$ cat src/rtl/vga_timing_gen.sv
// vga_timing_gen: two-axis VGA timing generator with frame-boundary reconfiguration.
// Counters advance on pixel ticks. Sync, blank and coordinate outputs are registered
// and lag the counters by one tick. A pending config is applied or rejected only at
// a frame wrap.
module vga_timing_gen #(
  parameter int CW      = 12,
  parameter int H_VIS   = 640,
  parameter int H_FRONT = 16,
  parameter int H_SYNC  = 96,
  parameter int H_BACK  = 48,
  parameter int V_VIS   = 480,
  parameter int V_FRONT = 10,
  parameter int V_SYNC  = 2,
  parameter int V_BACK  = 33,
  parameter bit HS_POL  = 1'b0,
  parameter bit VS_POL  = 1'b0
) (
  input  logic          CLK,
  input  logic          RST,
  input  logic          P_CLK,
  input  logic [CW-1:0] CFG_H_VIS,
  input  logic [CW-1:0] CFG_V_VIS,
  input  logic [7:0]    CFG_H_FRONT,
  input  logic [7:0]    CFG_H_SYNC,
  input  logic [7:0]    CFG_H_BACK,
  input  logic [7:0]    CFG_V_FRONT,
  input  logic [7:0]    CFG_V_SYNC,
  input  logic [7:0]    CFG_V_BACK,
  input  logic          CFG_VALID,
  output logic          CFG_READY,
  output logic          CFG_ERR,
  output logic          HSYNC,
  output logic          VSYNC,
  output logic          ACTIVE,
  output logic [CW-1:0] X,
  output logic [CW-1:0] Y,
  output logic          LINE_START,
  output logic          FRAME_START
);

  // One axis worth of timing: visible size plus porch/sync lengths
  typedef struct packed {
    logic [CW-1:0] vis;
    logic [7:0]    front;
    logic [7:0]    sync;
    logic [7:0]    back;
  } axis_t;

  typedef enum logic {ST_IDLE = 1'b0, ST_PEND = 1'b1} cfg_state_t;

  localparam axis_t RST_H = {CW'(H_VIS), 8'(H_FRONT), 8'(H_SYNC), 8'(H_BACK)};
  localparam axis_t RST_V = {CW'(V_VIS), 8'(V_FRONT), 8'(V_SYNC), 8'(V_BACK)};
  localparam logic [CW:0] MAX_TOTAL = {1'b1, {CW{1'b0}}};

  // Axis total at CW+1 bits so that 2^CW itself is representable
  function automatic logic [CW:0] total_f(input axis_t a);
    return (CW+1)'(a.vis) + (CW+1)'(a.front) + (CW+1)'(a.sync) + (CW+1)'(a.back);
  endfunction

  // An axis is usable when it has visible and sync length and fits the counter
  function automatic logic legal_f(input axis_t a);
    return (a.vis != {CW{1'b0}}) && (a.sync != 8'd0) && (total_f(a) <= MAX_TOTAL);
  endfunction

  // Sync window covers [vis+front, vis+front+sync)
  function automatic logic sync_on_f(input logic [CW-1:0] c, input axis_t a);
    logic [CW:0] s_beg;
    logic [CW:0] s_end;
    s_beg = (CW+1)'(a.vis) + (CW+1)'(a.front);
    s_end = s_beg + (CW+1)'(a.sync);
    return ({1'b0, c} >= s_beg) && ({1'b0, c} < s_end);
  endfunction

  cfg_state_t    state_r, state_nxt_s;
  axis_t         cur_h_r, cur_v_r, pend_h_r, pend_v_r;
  logic [CW-1:0] h_r, v_r;
  logic          capture_s, apply_s, reject_s;
  logic [CW:0]   h_total_s, v_total_s;
  logic          h_last_s, v_last_s, frame_wrap_s;
  logic          active_s, hs_on_s, vs_on_s;
  logic          hsync_r, vsync_r, active_r, line_start_r, frame_start_r;
  logic [CW-1:0] x_r, y_r;
  logic          cfg_ready_r, cfg_err_r;

  assign h_total_s    = total_f(cur_h_r);
  assign v_total_s    = total_f(cur_v_r);
  assign h_last_s     = ({1'b0, h_r} == (h_total_s - (CW+1)'(1)));
  assign v_last_s     = ({1'b0, v_r} == (v_total_s - (CW+1)'(1)));
  assign frame_wrap_s = P_CLK && h_last_s && v_last_s;
  assign active_s     = (h_r < cur_h_r.vis) && (v_r < cur_v_r.vis);
  assign hs_on_s      = sync_on_f(h_r, cur_h_r);
  assign vs_on_s      = sync_on_f(v_r, cur_v_r);

  // Config FSM next state: capture when idle, resolve the pending config at a frame wrap
  always_comb begin
    state_nxt_s = state_r;
    capture_s   = 1'b0;
    apply_s     = 1'b0;
    reject_s    = 1'b0;
    case (state_r)
      ST_IDLE: begin
        if (CFG_VALID) begin
          state_nxt_s = ST_PEND;
          capture_s   = 1'b1;
        end else begin
          state_nxt_s = ST_IDLE;
        end
      end
      ST_PEND: begin
        if (frame_wrap_s) begin
          state_nxt_s = ST_IDLE;
          if (legal_f(pend_h_r) && legal_f(pend_v_r)) begin
            apply_s = 1'b1;
          end else begin
            reject_s = 1'b1;
          end
        end else begin
          state_nxt_s = ST_PEND;
        end
      end
      default: begin
        state_nxt_s = ST_IDLE;
      end
    endcase
  end

  // Config FSM state register
  always_ff @(posedge CLK) begin
    if (RST) begin
      state_r <= ST_IDLE;
    end else begin
      state_r <= state_nxt_s;
    end
  end

  // Pending/active timing registers and the handshake status outputs
  always_ff @(posedge CLK) begin
    if (RST) begin
      cur_h_r     <= RST_H;
      cur_v_r     <= RST_V;
      pend_h_r    <= {(CW+24){1'b0}};
      pend_v_r    <= {(CW+24){1'b0}};
      cfg_ready_r <= 1'b1;
      cfg_err_r   <= 1'b0;
    end else begin
      cfg_ready_r <= (state_nxt_s == ST_IDLE);
      cfg_err_r   <= reject_s;
      if (capture_s) begin
        pend_h_r <= {CFG_H_VIS, CFG_H_FRONT, CFG_H_SYNC, CFG_H_BACK};
        pend_v_r <= {CFG_V_VIS, CFG_V_FRONT, CFG_V_SYNC, CFG_V_BACK};
      end
      if (apply_s) begin
        cur_h_r <= pend_h_r;
        cur_v_r <= pend_v_r;
      end
    end
  end

  // Raster counters: h wraps at the line end, v steps on each h wrap; a frame wrap lands on (0,0)
  always_ff @(posedge CLK) begin
    if (RST) begin
      h_r <= {CW{1'b0}};
      v_r <= {CW{1'b0}};
    end else if (P_CLK) begin
      if (h_last_s) begin
        h_r <= {CW{1'b0}};
        if (v_last_s) begin
          v_r <= {CW{1'b0}};
        end else begin
          v_r <= v_r + CW'(1);
        end
      end else begin
        h_r <= h_r + CW'(1);
      end
    end
  end

  // Timing outputs capture the decode of the pre-advance counters on each tick
  always_ff @(posedge CLK) begin
    if (RST) begin
      hsync_r       <= ~HS_POL;
      vsync_r       <= ~VS_POL;
      active_r      <= 1'b0;
      x_r           <= {CW{1'b0}};
      y_r           <= {CW{1'b0}};
      line_start_r  <= 1'b0;
      frame_start_r <= 1'b0;
    end else if (P_CLK) begin
      hsync_r       <= hs_on_s ? HS_POL : ~HS_POL;
      vsync_r       <= vs_on_s ? VS_POL : ~VS_POL;
      active_r      <= active_s;
      x_r           <= active_s ? h_r : {CW{1'b0}};
      y_r           <= active_s ? v_r : {CW{1'b0}};
      line_start_r  <= (h_r == {CW{1'b0}});
      frame_start_r <= (h_r == {CW{1'b0}}) && (v_r == {CW{1'b0}});
    end
  end

  assign HSYNC       = hsync_r;
  assign VSYNC       = vsync_r;
  assign ACTIVE      = active_r;
  assign X           = x_r;
  assign Y           = y_r;
  assign LINE_START  = line_start_r;
  assign FRAME_START = frame_start_r;
  assign CFG_READY   = cfg_ready_r;
  assign CFG_ERR     = cfg_err_r;

endmodule

$ cat config.mk
export PLATFORM = sky130hd
export DESIGN_NAME = vga_timing_gen
export DESIGN_NICKNAME = d
export VERILOG_FILES = /design/src/rtl/vga_timing_gen.sv
export SDC_FILE = /design/constraint.sdc
export NUM_CORES = 1
export LEC_CHECK = 0
export BUFFER_PORTS_ARGS = -buffer_cell sky130_fd_sc_hd__buf_2
export CAP_MARGIN = 25
export CORE_UTILIZATION = 30
export CTS_CLUSTER_SIZE = 28
export DETAILED_ROUTE_END_ITERATION = 10
export SLEW_MARGIN = 0
export SYNTH_ARGS = -nofsm -noshare
export SYNTH_HDL_FRONTEND = slang
export SYNTH_SLANG_ARGS = --single-unit
$ cat constraint.sdc
create_clock -name CLK -period 7.6 [get_ports CLK]
set_clock_uncertainty 0.1 [all_clocks]
set_input_delay 0.76 -clock CLK [delete_from_list [all_inputs] [get_ports CLK]]
set_output_delay 0.76 -clock CLK [all_outputs]
set_load 0.05 [all_outputs]
==> metrics.yaml <==
status: "finished with violations"
failed_checks: "DRC"
grt_pass1_wl_mm: 58.0
netlist_instances: 1661
rrSetupSlack_ns: 1.30
synth-compound-area-share: 0.160
root_buffer: "clkbuf_16"
cts_buffers: 17
cts_sinks: 200
grt_overflow: 0
die_h_um: 220
slew_headroom: 0.346
avgSynthCellArea_um2: 8.56
final_cell_mix: "dfxtp_1, nand2_1, ha_1"
post-cts-setup-buffers: 0
yosysSeqAreaShare: 0.282
period_share: 0.829
gp_congestion: 0.828
fmax_mhz: 159
r2r_start: "cur_h_r[16]"
area_growth_syn_to_layout_pct: 11.5
synth_area_leader_cell: "dfxtp_1"
syn_nets: 1922
rows: 79
wirelength_mm: 35.3
holdBufCountCts: 0
cts_buffer_depth: 2
final_nets: 1978
muxShareOfSynthArea: 0.0543
min_from: "ACTIVE"
synth_top_family_by_area: "simple AND/OR/NAND/NOR gates"
setup-violations-final: 0
pin_count: 107
synth_area_leaders: "dfxtp_1, ha_1, nand2b_1"
rr_worst_depth: 24
dieWidth_um: 220
ys_async_sr_fraction: 0
drtPass1Iterations: 9
path_clk_slew_ns: 0.08
ys_warn_count: 0
arrival_ns: 6.60
die-area_um2: 48300
maxCapViolations: 0
antenna_found_initial: 1
whs_path_depth: 1
post_cts_resized: 0
dr_total_vias: 11433
hp-class: "reg -> reg"
avgRoutedWirePerCell_um: 15.1
synth-simple-area-share: 0.195
start_util: 0.305
drt_iter0_drc: 599
netlist-cell-type-count: 83
tightestPinTransition_ns: 0.979
io_buffers: 106
dp_hpwl_mm: 27.8
synthFlopType: "dfxtp_1"
cp.required_ns: 7.90
cp-end-kind: "register"
ir_worst_vdd_mv: 0.152
synth_edf_count: 0
insertion_delay_ns: 0.47
power_density_nw_per_um2: 149
core_um2: 46700
cts_tree: "done"
final_antenna_net_count: 0
synth_xor_area_frac: 0.0632
syn_area_um2: 14200
vias_per_cell: 4.89
rsz0062_at_grt: "no"
power.total_mw: 2.36
synth.top_cell.area_share: 0.282
tns_ns: 0
drive_above_1_share: 0.104
min_to: "ACTIVE"
final_max_slew_viol_count: 0
reg2reg_to: "v_r[7]"
grt_start_max_net_pins: 124
n_fill_cell: 4883
synth_fa_ha_area_frac: 0.188
crit_fanout: 20
hold_viol: 0
leakage_nw: 7.24
grt_pass1_vias: 11066
grt_use_total: 0.151
period_needed_ns: 6.30
drc: 32
mostFrequentLayoutCell: "dfxtp_1"
htreeDepth: 4
critPathLaunchType: "register"
synth.ff_latch_count: 200
critPathKind: "reg -> reg"
[metal layers]
layer  global-route usage  vias to the layer above  routed length (um)
met5                    0                        -                   0
met4               0.0428                        0                 463
met3               0.0233                       27                1380
met2                0.230                      205               15000
met1                0.220                     5340               18400
li1                     -                     5861                   -
[state kept, by name (all words and copies together), names as in the netlist, 12 cells and up]
signal    flops
h_r          12
cur_v_r      36
cur_h_r      36
pend_v_r     36
X            12
Y            12
v_r          12
pend_h_r     36
[worst max-delay path: stages (launching register included)]
cell and delay (ns):
dfxtp_1 0.32, ha_1 0.22, fa_1 0.45, a21o_1 0.19, a21oi_1 0.16, xnor2_1 0.16
ha_1 0.30, nand2_1 0.11, o21ai_0 0.14, a21o_1 0.21, ha_1 0.27, inv_1 0.04
ha_1 0.34, a21oi_1 0.15, nor2b_1 0.06, a31o_2 0.22, o41ai_1 0.50, nor2_1 0.13
a41oi_1 0.25, a31oi_1 0.08, nor4_1 0.36, o31ai_2 0.13, or3_1 0.61, or4_1 0.58
a21oi_1 0.14
[how the worst max path moves through the flow]
stage                           start      to  slack [ns]
after detailed placement  cur_h_r[16]  v_r[7]        1.35
after global routing      cur_h_r[24]  v_r[7]        0.86
final                     cur_h_r[16]  v_r[7]        1.30
after floorplan           cur_h_r[16]  v_r[7]        2.09
after CTS                 cur_h_r[16]  v_r[7]        1.28
after global placement    cur_h_r[16]  v_r[7]        1.43
[power by group]
part	switching (mW)	internal, mW
clock	0.496	0.481
sequential	0.0432	1.07
combinational	0.152	0.119
total	0.691	1.67
[synth_stat cells (4+ instances only)]
cell,number
nand2_1,188
nand4_1,18
o311ai_0,4
nor3_1,14
dfxtp_1,200
a21oi_1,134
fa_1,38
a211oi_1,8
and3_1,5
o21bai_1,7
o21a_1,8
mux2i_1,76
a31oi_1,7
nand3_1,30
or2_2,5
inv_1,106
clkbuf_1,56
nor2_1,102
nor2b_1,15
buf_6,11
o2111ai_1,5
o21ai_0,39
maj3_1,8
nor4_1,19
a22o_1,24
a21o_1,58
xnor2_1,68
and2_1,6
nand2b_1,131
ha_1,147
xor2_1,30
or3_1,10
a21boi_0,5
[layout make-up]
type                    instances  area, um2  area share
flip-flops and latches        200       4000       0.253
clock buffers                  17        425      0.0268
clock inverters                15        203      0.0128
diodes                          1       2.50    0.000158
inverters                     108        405      0.0256
repair buffers                112        618      0.0390
well taps                     607        759      0.0479
multi-input cells            1278       9440       0.595
[cells by family (layout without fill, tap and decap cells)]
| family | count (synthesis) | after routing |
|---|---|---|
| other cells | 0 | 1 |
| xor+xnor | 100 | 100 |
| simple gates | 562 | 562 |
| fa+ha+maj | 193 | 193 |
| mux | 77 | 77 |
| compound gates | 346 | 346 |
| flops | 200 | 200 |
| buf+inv | 183 | 252 |
[per-stage QoR]
stage | worst slack (ns) | cell area (um2) | std cells | hold WS (ns) | utilization
detailed placement | 1.35 | 15200 | 2304 | 0.342 | 0.326
CTS | 1.28 | 15800 | 2336 | 0.362 | 0.339
finish | 1.30 | 15900 | 2338 | 0.364 | 0.340
global route | 0.860 | 15900 | 2337 | 0.394 | 0.340
floorplan | 2.09 | 14200 | 1661 | 0.352 | -
global placement | 1.43 | 15200 | 2303 | 0.330 | 0.325
No activity file was read; power rests on OpenSTA's default activity.
